## src/rtl/div_unit.sv

```systemverilog
// Iterative radix-2 restoring divider for RV32M DIV/DIVU/REM/REMU.
// One op in flight; special cases finish the cycle after accept, others take 32 CALC cycles.
`ifndef ROB_LEN
`define ROB_LEN 32
`endif
`ifndef DIV
`define DIV 3'b100
`endif
`ifndef DIVU
`define DIVU 3'b101
`endif
`ifndef REM
`define REM 3'b110
`endif
`ifndef REMU
`define REMU 3'b111
`endif

module div_unit (
   input  logic                        clk,
   input  logic                        rst,
   input  logic [2:0]                  funct3,
   input  logic [31:0]                 rs1_data,
   input  logic [31:0]                 rs2_data,
   input  logic                        div_i_valid,
   input  logic [$clog2(`ROB_LEN)-1:0] div_i_rob_idx,
   input  logic [6:0]                  div_i_rd,
   input  logic                        div_flush,
   output logic                        div_o_valid,
   output logic [$clog2(`ROB_LEN)-1:0] div_o_rob_idx,
   output logic [6:0]                  div_o_rd,
   output logic [31:0]                 div_o_data,
   output logic                        div_idle
);
   localparam int ROB_W = $clog2(`ROB_LEN);

   typedef enum logic [1:0] {IDLE, CALC, DONE} state_t;
   state_t state, state_nxt;

   logic [4:0]         count;
   logic [1:0]         op;
   logic [ROB_W-1:0]   rob_idx;
   logic [6:0]         rd;
   logic [31:0]        divisor, quo, rem;
   logic               q_neg, r_neg;

   logic signed [31:0] a_s, b_s;
   logic               is_signed, accept, special, div_zero, overflow;
   logic [32:0]        shifted, trial;
   logic [31:0]        quo_step, rem_step, special_res, final_res;

   function automatic logic [31:0] magnitude(input logic signed [31:0] v, input logic sgn);
      return (sgn && v < 0) ? $unsigned(-v) : $unsigned(v);
   endfunction

   function automatic logic [31:0] fix_sign(input logic [31:0] v, input logic neg);
      return neg ? (~v + 32'd1) : v;
   endfunction

   assign a_s       = rs1_data;
   assign b_s       = rs2_data;
   assign is_signed = ~funct3[0];
   assign accept    = (state == IDLE) && div_i_valid && !div_flush;
   assign div_zero  = (rs2_data == 32'd0);
   assign overflow  = is_signed && (rs1_data == 32'h8000_0000) && (rs2_data == 32'hFFFF_FFFF);
   assign special   = !funct3[2] || div_zero || overflow;

   always_comb begin
      special_res = 32'd0;
      if (funct3[2]) begin
         if (div_zero)
            special_res = funct3[1] ? rs1_data : 32'hFFFF_FFFF;
         else if (overflow)
            special_res = funct3[1] ? 32'd0 : 32'h8000_0000;
      end
   end

   // One restoring step: shift the next dividend bit in, keep the subtraction if it did not borrow
   assign shifted   = {rem, quo[31]};
   assign trial     = shifted - {1'b0, divisor};
   assign rem_step  = trial[32] ? shifted[31:0] : trial[31:0];
   assign quo_step  = {quo[30:0], ~trial[32]};
   assign final_res = op[1] ? fix_sign(rem_step, r_neg & ~op[0])
                            : fix_sign(quo_step, q_neg & ~op[0]);

   always_ff @(posedge clk) begin
      if (rst)
         state <= IDLE;
      else
         state <= state_nxt;
   end

   always_comb begin
      state_nxt = state;
      case (state)
         IDLE:    if (accept) state_nxt = special ? DONE : CALC;
         CALC:    if (div_flush) state_nxt = IDLE;
                  else if (count == 5'd31) state_nxt = DONE;
         DONE:    state_nxt = IDLE;
         default: state_nxt = IDLE;
      endcase
   end

   assign div_idle    = (state == IDLE);
   assign div_o_valid = (state == DONE) && !div_flush;

   always_ff @(posedge clk) begin
      if (rst) begin
         count         <= 5'd0;
         div_o_data    <= 32'd0;
         div_o_rob_idx <= '0;
         div_o_rd      <= 7'd0;
      end else if (accept) begin
         count <= 5'd0;
         if (special) begin
            div_o_data    <= special_res;
            div_o_rob_idx <= div_i_rob_idx;
            div_o_rd      <= div_i_rd;
         end
      end else if (state == CALC) begin
         count <= count + 5'd1;
         if (!div_flush && count == 5'd31) begin
            div_o_data    <= final_res;
            div_o_rob_idx <= rob_idx;
            div_o_rd      <= rd;
         end
      end
   end

   // Operand and tag holding registers carry no reset; they are always loaded at accept
   always_ff @(posedge clk) begin
      if (accept) begin
         op      <= funct3[1:0];
         rob_idx <= div_i_rob_idx;
         rd      <= div_i_rd;
         quo     <= magnitude(a_s, is_signed);
         divisor <= magnitude(b_s, is_signed);
         rem     <= 32'd0;
         q_neg   <= rs1_data[31] ^ rs2_data[31];
         r_neg   <= rs1_data[31];
      end else if (state == CALC) begin
         quo <= quo_step;
         rem <= rem_step;
      end
   end

endmodule
```

## config.mk

```make
export PLATFORM = sky130hd
export DESIGN_NAME = div_unit
export DESIGN_NICKNAME = d
export VERILOG_FILES = /design/src/rtl/div_unit.sv
export SDC_FILE = /design/constraint.sdc
export NUM_CORES = 1
export LEC_CHECK = 0
export CORE_MARGIN = 2
export CORE_UTILIZATION = 50
export CTS_BUF_LIST = sky130_fd_sc_hd__clkbuf_8
export CTS_CLUSTER_DIAMETER = 200
export DETAILED_ROUTE_END_ITERATION = 12
export MAX_ROUTING_LAYER = met4
export PLACE_DENSITY = 0.84
export SLEW_MARGIN = 20
export SYNTH_ARGS = -nofsm -noshare
export SYNTH_HDL_FRONTEND = slang
export SYNTH_SLANG_ARGS = --single-unit
export TNS_END_PERCENT = 5
```

## constraint.sdc

```tcl
create_clock -name clk -period 9.9 [get_ports clk]
set_input_delay 1.98 -clock clk [delete_from_list [all_inputs] [get_ports clk]]
set_output_delay 1.98 -clock clk [all_outputs]
set_load 0.01 [all_outputs]
```

==> results of run 1 <==
-- report_power, final --
| group | switching (mW) | internal (mW) | total (mW) | leakage (nW) |
|---|---|---|---|---|
| Clock | 0.304 | 0.190 | 0.494 | 0.195 |
| Combinational | 0.195 | 0.140 | 0.335 | 3.38 |
| Sequential | 0.0237 | 0.748 | 0.771 | 1.42 |
| Total | 0.522 | 1.08 | 1.60 | 5.00 |
-- layout by cell type (no fill, tap or decap), drive strengths merged, types with 15 or more instances in the layout --
cell type      count
a211oi            15
a21oi             91
a311oi            24
buf               16
clkbuf            17
clkdlybuf4s50    127
dfxtp             83
edfxtp            80
ha                39
inv               63
mux2i             23
nand2            175
nand2b            19
nand3             17
nand4             28
nor2             145
nor3              46
nor4              16
o21a              16
o21ai            149
o31ai             21
xnor2             65
xor2              76
-- area by class of cell --
class                           instances  area share [%]
Multi-Input combinational cell       1153            53.0
Sequential cell                       163            29.6
Timing Repair Buffer                  143            10.1
Tap cell                              319            2.90
Clock buffer                           17            1.70
Inverter                               55            1.50
Clock inverter                         15            1.17
-- flip-flops by register name, indices dropped and copies added, names as in the netlist --
| signal | count |
|---|---|
| count | 5 |
| divisor | 32 |
| quo | 32 |
| state | 2 |
| div_o_rd | 7 |
| div_o_data | 32 |
| op | 2 |
| rob_idx | 5 |
| div_o_rob_idx | 5 |
| q_neg | 1 |
| r_neg | 1 |
| rem | 32 |
| rd | 7 |
-- cell usage after synthesis (6+ instances only) --
library cell / count
a211o_1: 8
xnor2_1: 64
xor2_1: 76
ha_1: 39
mux2_2: 6
mux2i_1: 20
edfxtp_1: 80
and2_1: 6
nand3b_1: 7
nor4_1: 16
buf_1: 10
o31ai_1: 21
o211ai_1: 12
nand3_1: 17
a311oi_1: 24
a31oi_1: 12
nor2_1: 145
o21a_1: 16
nand2b_1: 19
and3_1: 7
nand2_1: 174
a21o_1: 13
a21oi_1: 85
a211oi_1: 13
o31a_1: 6
buf_2: 13
o21ai_0: 147
or4_1: 6
nor2b_1: 11
inv_1: 54
nor3_1: 45
clkbuf_1: 58
o41ai_1: 8
dfxtp_1: 83
o21bai_1: 12
or3_1: 11
nand4_1: 27
-- final timing paths --
| check | slack, ns | from | end | depth (start not counted) |
|---|---|---|---|---|
| min | 0.47 | count[4]$_SDFFE_PP0P_ | count[4]$_SDFFE_PP0P_ | 2 |
| min reg2reg | 0.47 | count[4]$_SDFFE_PP0P_ | count[4]$_SDFFE_PP0P_ | 2 |
| max | 3.91 | quo[31]$_DFFE_PP_ | div_o_data[30]$_SDFFE_PP0P_ | 21 |
| max reg2reg | 3.91 | quo[31]$_DFFE_PP_ | div_o_data[30]$_SDFFE_PP0P_ | 21 |
-- kinds of logic after synthesis --
group                    count (synthesis)
multiplexers                            30
XOR/XNOR                               141
AO/OA/AOI/OAI                          428
AND/OR/NAND/NOR                        514
adder cells (fa/ha/maj)                 40
flip-flops                             163
buffers and inverters                  139
-- per-stage QoR --
step | instance area (um2) | worst slack [ns] | utilization [%] | total power [mW] | cells
5_1_grt | 13700 | 3.52 | 58.7 | 1.66 | 1865
3_3_place_gp | 13300 | 3.81 | 57.0 | 1.10 | 1833
2_1_floorplan | 11900 | 4.76 | - | 0.985 | 1455
4_1_cts | 13700 | 4.03 | 58.7 | 1.59 | 1865
6_report | 13700 | 3.91 | 58.7 | 1.60 | 1865
3_5_place_dp | 13300 | 3.60 | 57.0 | 1.11 | 1833
-- critical path: stages, from the launching register on --
cell	delay [ns]
edfxtp_1	0.39
inv_1	0.08
ha_1	0.21
fa_1	0.39
nand2b_1	0.18
a21oi_1	0.39
a21oi_2	0.16
o211ai_2	0.38
a21oi_4	0.14
xnor2_4	0.16
inv_2	0.61
nor2_1	0.08
a21oi_1	0.25
ha_1	0.30
nand2_1	0.09
nor3_1	0.35
mux2_2	0.29
nand4_1	0.21
or4_1	0.50
o21a_1	0.23
or4b_1	0.46
nand3_1	0.09
-- per-layer routing --
| metal | GRT usage [%] | vias to the layer above | wire length [um] | part of all wire (%) |
|---|---|---|---|---|
| met5 | - | - | 0 | 0 |
| met4 | 10.3 | 0 | 1040 | 3.0 |
| met3 | 4.19 | 85 | 2420 | 7.1 |
| met2 | 47.6 | 478 | 16900 | 49 |
| met1 | 34.4 | 5511 | 13900 | 41 |
| li1 | - | 5442 | - | - |
==> impl_metrics.env, run 1 <==
export IMPL_status="completed"
export IMPL_post_cts_buffers=0
export IMPL_ys_ff_latch=163
export IMPL_synth_simple_area_share_pct=20.4
export IMPL_grt_setup_unrepaired="no"
export IMPL_synth_area_per_cell_um2=8.18
export IMPL_vias=11500
export IMPL_die_w_um=158
export IMPL_drt_initial_drc_count=1248
export IMPL_tns_ns=0
export IMPL_max_cap_violations=0
export IMPL_drc=0
export IMPL_synth_compound_area_share_pct=23.3
export IMPL_synthTopCellsByArea="edfxtp_1 20%, dfxtp_1 14%, o21ai_0 6.2%"
export IMPL_synthArstFlopShare_pct=0
export IMPL_clkLatencyLatePin_ns=0.49
export IMPL_avgRoutedWirePerCell_um=18.4
export IMPL_p_per_area_nw_per_um2=116
export IMPL_cp_start_kind="flip-flop"
export IMPL_die_y_um=158
export IMPL_final_nets=1656
export IMPL_synth_area_um2=11900
export IMPL_worstPathRequired_ns=10.35
export IMPL_critPathMaxFanout=46
export IMPL_worstSetupPathType="reg -> reg"
export IMPL_fmax_ghz=0.167
export IMPL_ff_latch_area_um2=4060
export IMPL_row_count=56
export IMPL_synthFlopType="dfxtp_1"
export IMPL_yosysSeqAreaShare_pct=34.1
export IMPL_fillCellCount=2114
export IMPL_synthCells=1455
export IMPL_multi_input_area_um2=7290
export IMPL_yosys_area_top_type="edfxtp_1"
export IMPL_hpwl_um=25500
export IMPL_slew_headroom_pct=34.1
export IMPL_synthAdderAreaFrac_pct=4.27
export IMPL_area_growth_pct=15.4
export IMPL_antennaDiodeCount=0
export IMPL_grtUsageTotal_pct=28.2
export IMPL_arrival_ns=6.44
export IMPL_antenna_found_initial=0
export IMPL_gp_congestion=0.976
export IMPL_finalCritPeriodShare_pct=60.5
export IMPL_root_buffer="clkbuf_8"
export IMPL_start_util_pct=50.9
export IMPL_p_leak_nw=5.00
export IMPL_numClockSinks=163
export IMPL_routed_via_density=6.17
export IMPL_whs_ns=0.465
export IMPL_finalCriticalPeriod_ns=5.99
export IMPL_synth_xor_area_share_pct=10.5
export IMPL_grt_pass1_vias=10800
export IMPL_die_area_um2=25100
export IMPL_cts_tree="yes"
export IMPL_drv_slew=0
export IMPL_routed_wl_um=34300
export IMPL_synth_edf_count=80
export IMPL_tightest_slew_ns=0.985
export IMPL_hold_viol_final=0
export IMPL_synth_top_cell_area_share_pct=20.2
export IMPL_clk_path_buf_depth=2
export IMPL_grt_ovfl_total=0
export IMPL_num_io_pins=129
export IMPL_critPathCaptureType="flip-flop"
export IMPL_clock_skew_final_ns=0.0263
export IMPL_grt_pass1_wl_um=54300
export IMPL_setup_viol=0
export IMPL_drive_above_1_share_pct=5.82
export IMPL_synth_cell_types=85
export IMPL_core_um2=23400
export IMPL_cts_buffers=17
export IMPL_synth_top_family_by_area="compound AO/OA/AOI/OAI gates"
export IMPL_cts_htree_levels=4
export IMPL_clk_pin_slew_worst_paths_ns=0.12
export IMPL_synthMuxAreaShare_pct=2.72
export IMPL_ant_nets=0
export IMPL_dr_pass1_iters=5
export IMPL_synthesis_nets=1578
export IMPL_io_buffers=128
export IMPL_worst_ir_drop_vdd_uv=94.2
export IMPL_cts_resized=0
export IMPL_hold_class="reg -> reg"
export IMPL_grt_max_degree=86
export IMPL_hold_buffers=0
export IMPL_ys_warn_count=0
No activity file was read; power rests on OpenSTA's default activity.
==> inputs of run 2 (changes only) <==
==> constraint.sdc (replaced) <==
create_clock -name clk -period 5.9 [get_ports clk]
set_input_delay 1.18 -clock clk [delete_from_list [all_inputs] [get_ports clk]]
set_output_delay 1.18 -clock clk [all_outputs]
set_load 0.01 [all_outputs]
==> impl_metrics.env, run 2 (synthesis gave the netlist of run 1 again) <==
export IMPL_status="completed"
export IMPL_grtUsageTotal_pct=28.4
export IMPL_worst_slack_ns=0.681
export IMPL_setup_viol=0
export IMPL_numClockSinks=163
export IMPL_clkLatencyLatePin_ns=0.48
export IMPL_clock_skew_final_ns=0.0227
export IMPL_vias=11300
export IMPL_slowest_stage="or4_1"
export IMPL_die_w_um=158
export IMPL_cts_htree_levels=4
export IMPL_worstSetupPathType="reg -> reg"
export IMPL_area_growth_pct=16.0
export IMPL_routed_via_density=6.04
export IMPL_post_place_ws_ns=0.773
export IMPL_hold_buffers=0
export IMPL_multi_input_area_um2=7290
export IMPL_worstPathRequired_ns=6.33
export IMPL_cts_tree="yes"
export IMPL_io_buffers=128
export IMPL_grt_pass1_wl_um=54600
export IMPL_antenna_found_initial=0
export IMPL_drive_above_1_share_pct=6.25
export IMPL_tns_ns=0
export IMPL_drc=0
export IMPL_worst_ir_drop_vdd_uv=136
export IMPL_clk_pin_slew_worst_paths_ns=0.10
export IMPL_p_per_area_nw_per_um2=195
export IMPL_final_common_cell="nand2_1"
export IMPL_grt_setup_unrepaired="no"
export IMPL_row_count=56
export IMPL_clk_path_buf_depth=2
export IMPL_fillCellCount=2094
export IMPL_critPathCaptureType="flip-flop"
export IMPL_slew_headroom_pct=32.8
export IMPL_start_util_pct=50.9
export IMPL_slowest_delay_ns=0.49
export IMPL_finalCriticalPeriod_ns=5.22
export IMPL_grt_ovfl_total=0
export IMPL_grt_pass1_vias=10600
export IMPL_root_buffer="clkbuf_8"
export IMPL_avgRoutedWirePerCell_um=18.3
export IMPL_drt_initial_drc_count=1273
export IMPL_num_io_pins=129
export IMPL_max_cap_violations=0
export IMPL_fmax_ghz=0.192
export IMPL_grt_max_degree=74
export IMPL_dr_pass1_iters=6
export IMPL_hpwl_um=25900
export IMPL_drv_slew=0
export IMPL_routed_wl_um=34300
export IMPL_antennaDiodeCount=0
export IMPL_hold_viol_final=0
export IMPL_final_nets=1663
export IMPL_cp_start_kind="flip-flop"
export IMPL_min_delay_path_depth=2
export IMPL_die_y_um=158
export IMPL_rr_worst_depth=20
export IMPL_gp_congestion=0.947
export IMPL_arrival_ns=5.65
export IMPL_crit_chain="inv_1 -> ha_1 -> fa_1 -> nand2b_1 -> a21oi_1 -> a21oi_2 -> o211ai_2 -> a21oi_4 -> xnor2_4 -> inv_2 -> a21oi_1 -> ha_1 -> nand2_1 -> nor3_1 -> mux2_2 -> nand4_1 -> or4_1 -> o21a_1 -> or4b_1 -> nand3_1"
export IMPL_ant_nets=0
export IMPL_final_cell_mix="174 x nand2_1, 147 x o21ai_0, 144 x nor2_1"
export IMPL_cts_resized=0
export IMPL_post_cts_buffers=0
export IMPL_finalCritPeriodShare_pct=88.5
export IMPL_die_area_um2=25100
export IMPL_tightest_slew_ns=1.00
export IMPL_ff_latch_area_um2=4060
export IMPL_core_um2=23400
export IMPL_critPathMaxFanout=6
export IMPL_cts_buffers=17
export IMPL_p_leak_nw=5.05
export IMPL_hold_class="reg -> reg"
## run 2: layout make-up
cell class	count	share of cell area [%]
tap	319	2.89
multi-input combinational	1153	52.8
clock inverter	15	1.18
sequential	163	29.4
timing repair buffer	150	10.5
clock buffer	17	1.69
inverter	55	1.49
## run 2: power by group
group          switching (mW)  total (mW)  internal (mW)
clock                   0.510       0.830          0.319
combinational           0.326       0.563          0.237
sequential             0.0394        1.29           1.25
## run 2: path summary, 6_finish.rpt
kind,start,slack (ns),endpoint
hold / removal,div_o_data[12]$_SDFFE_PP0P_,0.46,div_o_data[12]$_SDFFE_PP0P_
setup reg to reg,quo[31]$_DFFE_PP_,0.68,div_o_data[30]$_SDFFE_PP0P_
hold reg to reg,div_o_data[12]$_SDFFE_PP0P_,0.46,div_o_data[12]$_SDFFE_PP0P_
setup / recovery,quo[31]$_DFFE_PP_,0.68,div_o_data[30]$_SDFFE_PP0P_
## run 2: worst max-delay path, delay by kind of cell (launching register included)
kind,cells,cell delay (ns)
and+or+nand+nor,7,1.79
AOI/OAI and AO/OA,6,1.33
adders and majority gates,3,0.92
DFF,1,0.40
xor gates and xnor gates,1,0.28
muxes,1,0.26
buffers and inverters,2,0.19
## run 2: per-layer routing
layer	up-vias	track usage (%)	part of all wire (%)
met2	463	46.5	48
met3	101	4.08	6.4
met1	5278	36.5	42
li1	5460	-	-
met4	0	9.40	3.3
met5	-	-	0
## run 2: metrics by stage
step                      cell area, um2  total power, mW  hold WS [ns]  util, %  cells
after floorplan                    11900             1.65         0.441        -   1455
after global placement             13400             1.86         0.445     57.3   1840
after detailed placement           13400             1.87         0.447     57.3   1840
after CTS                          13800             2.69         0.461     59.0   1872
after global routing               13800             2.80         0.483     59.0   1872
final                              13800             2.69         0.462     59.0   1872
==> inputs of run 3 (changes only) <==
--- a/config.mk
+++ b/config.mk
@@ -12,7 +12,6 @@
 export DETAILED_ROUTE_END_ITERATION = 12
 export MAX_ROUTING_LAYER = met4
 export PLACE_DENSITY = 0.84
-export SLEW_MARGIN = 20
 export SYNTH_ARGS = -nofsm -noshare
 export SYNTH_HDL_FRONTEND = slang
 export SYNTH_SLANG_ARGS = --single-unit
==> impl_metrics.env, run 3 (synthesis gave the netlist of run 1 again) <==
export IMPL_whs_ns=0.462
export IMPL_clock_skew_final_ns=0.0207
export IMPL_met2_wirelength_um=16500
export IMPL_antennaDiodeCount=0
export IMPL_area_growth_pct=16.0
export IMPL_multi_input_area_um2=7290
export IMPL_cp_start_kind="flip-flop"
export IMPL_p_per_area_nw_per_um2=195
export IMPL_drv_slew=0
export IMPL_vias=11300
export IMPL_ff_latch_area_um2=4060
export IMPL_final_common_cell="nand2_1"
export IMPL_clk_pin_slew_worst_paths_ns=0.10
export IMPL_clk_path_buf_depth=2
export IMPL_dr_max_layer_used="met4"
export IMPL_cts_buffers=17
export IMPL_row_count=56
export IMPL_clkLatencyLatePin_ns=0.48
export IMPL_tns_ns=0
export IMPL_power_internal_mw=1.81
export IMPL_grt_ovfl_total=0
export IMPL_cts_resized=0
export IMPL_critPathMaxFanout=6
export IMPL_final_cell_mix="174 x nand2_1, 147 x o21ai_0, 144 x nor2_1"
export IMPL_p_seq_share_pct=48.1
export IMPL_die_y_um=158
export IMPL_grt_setup_unrepaired="no"
export IMPL_power_switching_uw=880
export IMPL_netSwitchingFraction_pct=32.7
export IMPL_core_um2=23400
export IMPL_status="completed"
export IMPL_met1_length_um=14500
export IMPL_antenna_found_initial=0
export IMPL_fmax_ghz=0.191
export IMPL_dr_pass1_iters=5
export IMPL_grtUsageTotal_pct=28.4
export IMPL_die_w_um=158
export IMPL_hold_class="reg -> reg"
export IMPL_met3_length_um=2210
export IMPL_grt_pass1_wl_um=54600
export IMPL_clkPwrFrac_pct=31.0
export IMPL_finalCriticalPeriod_ns=5.23
export IMPL_worstSetupPathType="reg -> reg"
export IMPL_cts_tree="yes"
export IMPL_start_util_pct=50.9
export IMPL_numClockSinks=163
export IMPL_ant_nets=0
export IMPL_worst_ir_drop_vdd_uv=137
export IMPL_tightest_slew_ns=1.20
export IMPL_num_io_pins=129
export IMPL_final_util_pct=59.0
export IMPL_rr_worst_depth=20
export IMPL_final_nets=1663
export IMPL_worst_slack_ns=0.670
export IMPL_p_total_mw=2.69
export IMPL_cts_htree_levels=4
export IMPL_grt_max_degree=74
export IMPL_root_buffer="clkbuf_8"
export IMPL_routed_via_density=6.02
export IMPL_hpwl_um=25900
export IMPL_die_area_um2=25100
export IMPL_fillCellCount=2094
export IMPL_io_buffers=128
export IMPL_drt_initial_drc_count=1282
export IMPL_drc=0
export IMPL_min_delay_path_depth=2
export IMPL_p_leak_nw=5.05
export IMPL_hold_buffers=0
export IMPL_post_cts_buffers=0
export IMPL_hold_viol_final=0
export IMPL_p_comb_share_pct=20.9
export IMPL_max_cap_violations=0
export IMPL_avgRoutedWirePerCell_um=18.3
export IMPL_drive_above_1_share_pct=6.18
export IMPL_arrival_ns=5.66
export IMPL_setup_viol=0
export IMPL_finalCritPeriodShare_pct=88.6
export IMPL_post_place_ws_ns=0.773
export IMPL_slew_headroom_pct=19.9
export IMPL_routed_wl_um=34300
export IMPL_worstPathRequired_ns=6.33
export IMPL_gp_congestion=0.947
export IMPL_critPathCaptureType="flip-flop"
export IMPL_grt_pass1_vias=10600
run 3: final cells by class:
cell class / instances / area share [%]
Timing Repair Buffer: 150 / 10.5
Clock inverter: 15 / 1.18
Inverter: 55 / 1.50
Sequential cell: 163 / 29.4
Multi-Input combinational cell: 1153 / 52.8
Tap cell: 319 / 2.89
Clock buffer: 17 / 1.69
run 3: metal layers:
layer  up-vias  global-route usage (%)
met5         -                       -
met4         0                    9.40
met3        87                    4.08
met2       442                    46.5
met1      5283                    36.5
li1       5461                       -
run 3: power by group through the flow:
stage	sequential, mW	combinational (mW)	clock, mW
floorplan	1.32	0.336	0
global placement	1.32	0.541	0
detailed placement	1.32	0.554	0
CTS	1.29	0.558	0.837
global route	1.30	0.617	0.886
finish	1.29	0.563	0.834
run 3: worst max-delay path, stage by stage (launching register included):
cell and delay, ns:
edfxtp_1 0.40, inv_1 0.09, ha_1 0.22, fa_1 0.40
nand2b_1 0.18, a21oi_1 0.23, a21oi_2 0.12, o211ai_2 0.33
a21oi_4 0.14, xnor2_4 0.28, inv_2 0.09, a21oi_1 0.30
ha_1 0.30, nand2_1 0.09, nor3_1 0.29, mux2_2 0.26
nand4_1 0.18, or4_1 0.49, o21a_1 0.21, or4b_1 0.48
nand3_1 0.09
run 3: final timing paths:
check	start	end	slack, ns
min	div_o_data[12]$_SDFFE_PP0P_	div_o_data[12]$_SDFFE_PP0P_	0.46
min reg2reg	div_o_data[12]$_SDFFE_PP0P_	div_o_data[12]$_SDFFE_PP0P_	0.46
max	quo[31]$_DFFE_PP_	div_o_data[30]$_SDFFE_PP0P_	0.67
max reg2reg	quo[31]$_DFFE_PP_	div_o_data[30]$_SDFFE_PP0P_	0.67
run 3: per-stage QoR:
step,instance area [um2],std cells
floorplan,11900,1455
CTS,13800,1872
global route,13800,1872
finish,13800,1872
detailed placement,13400,1840
global placement,13400,1840
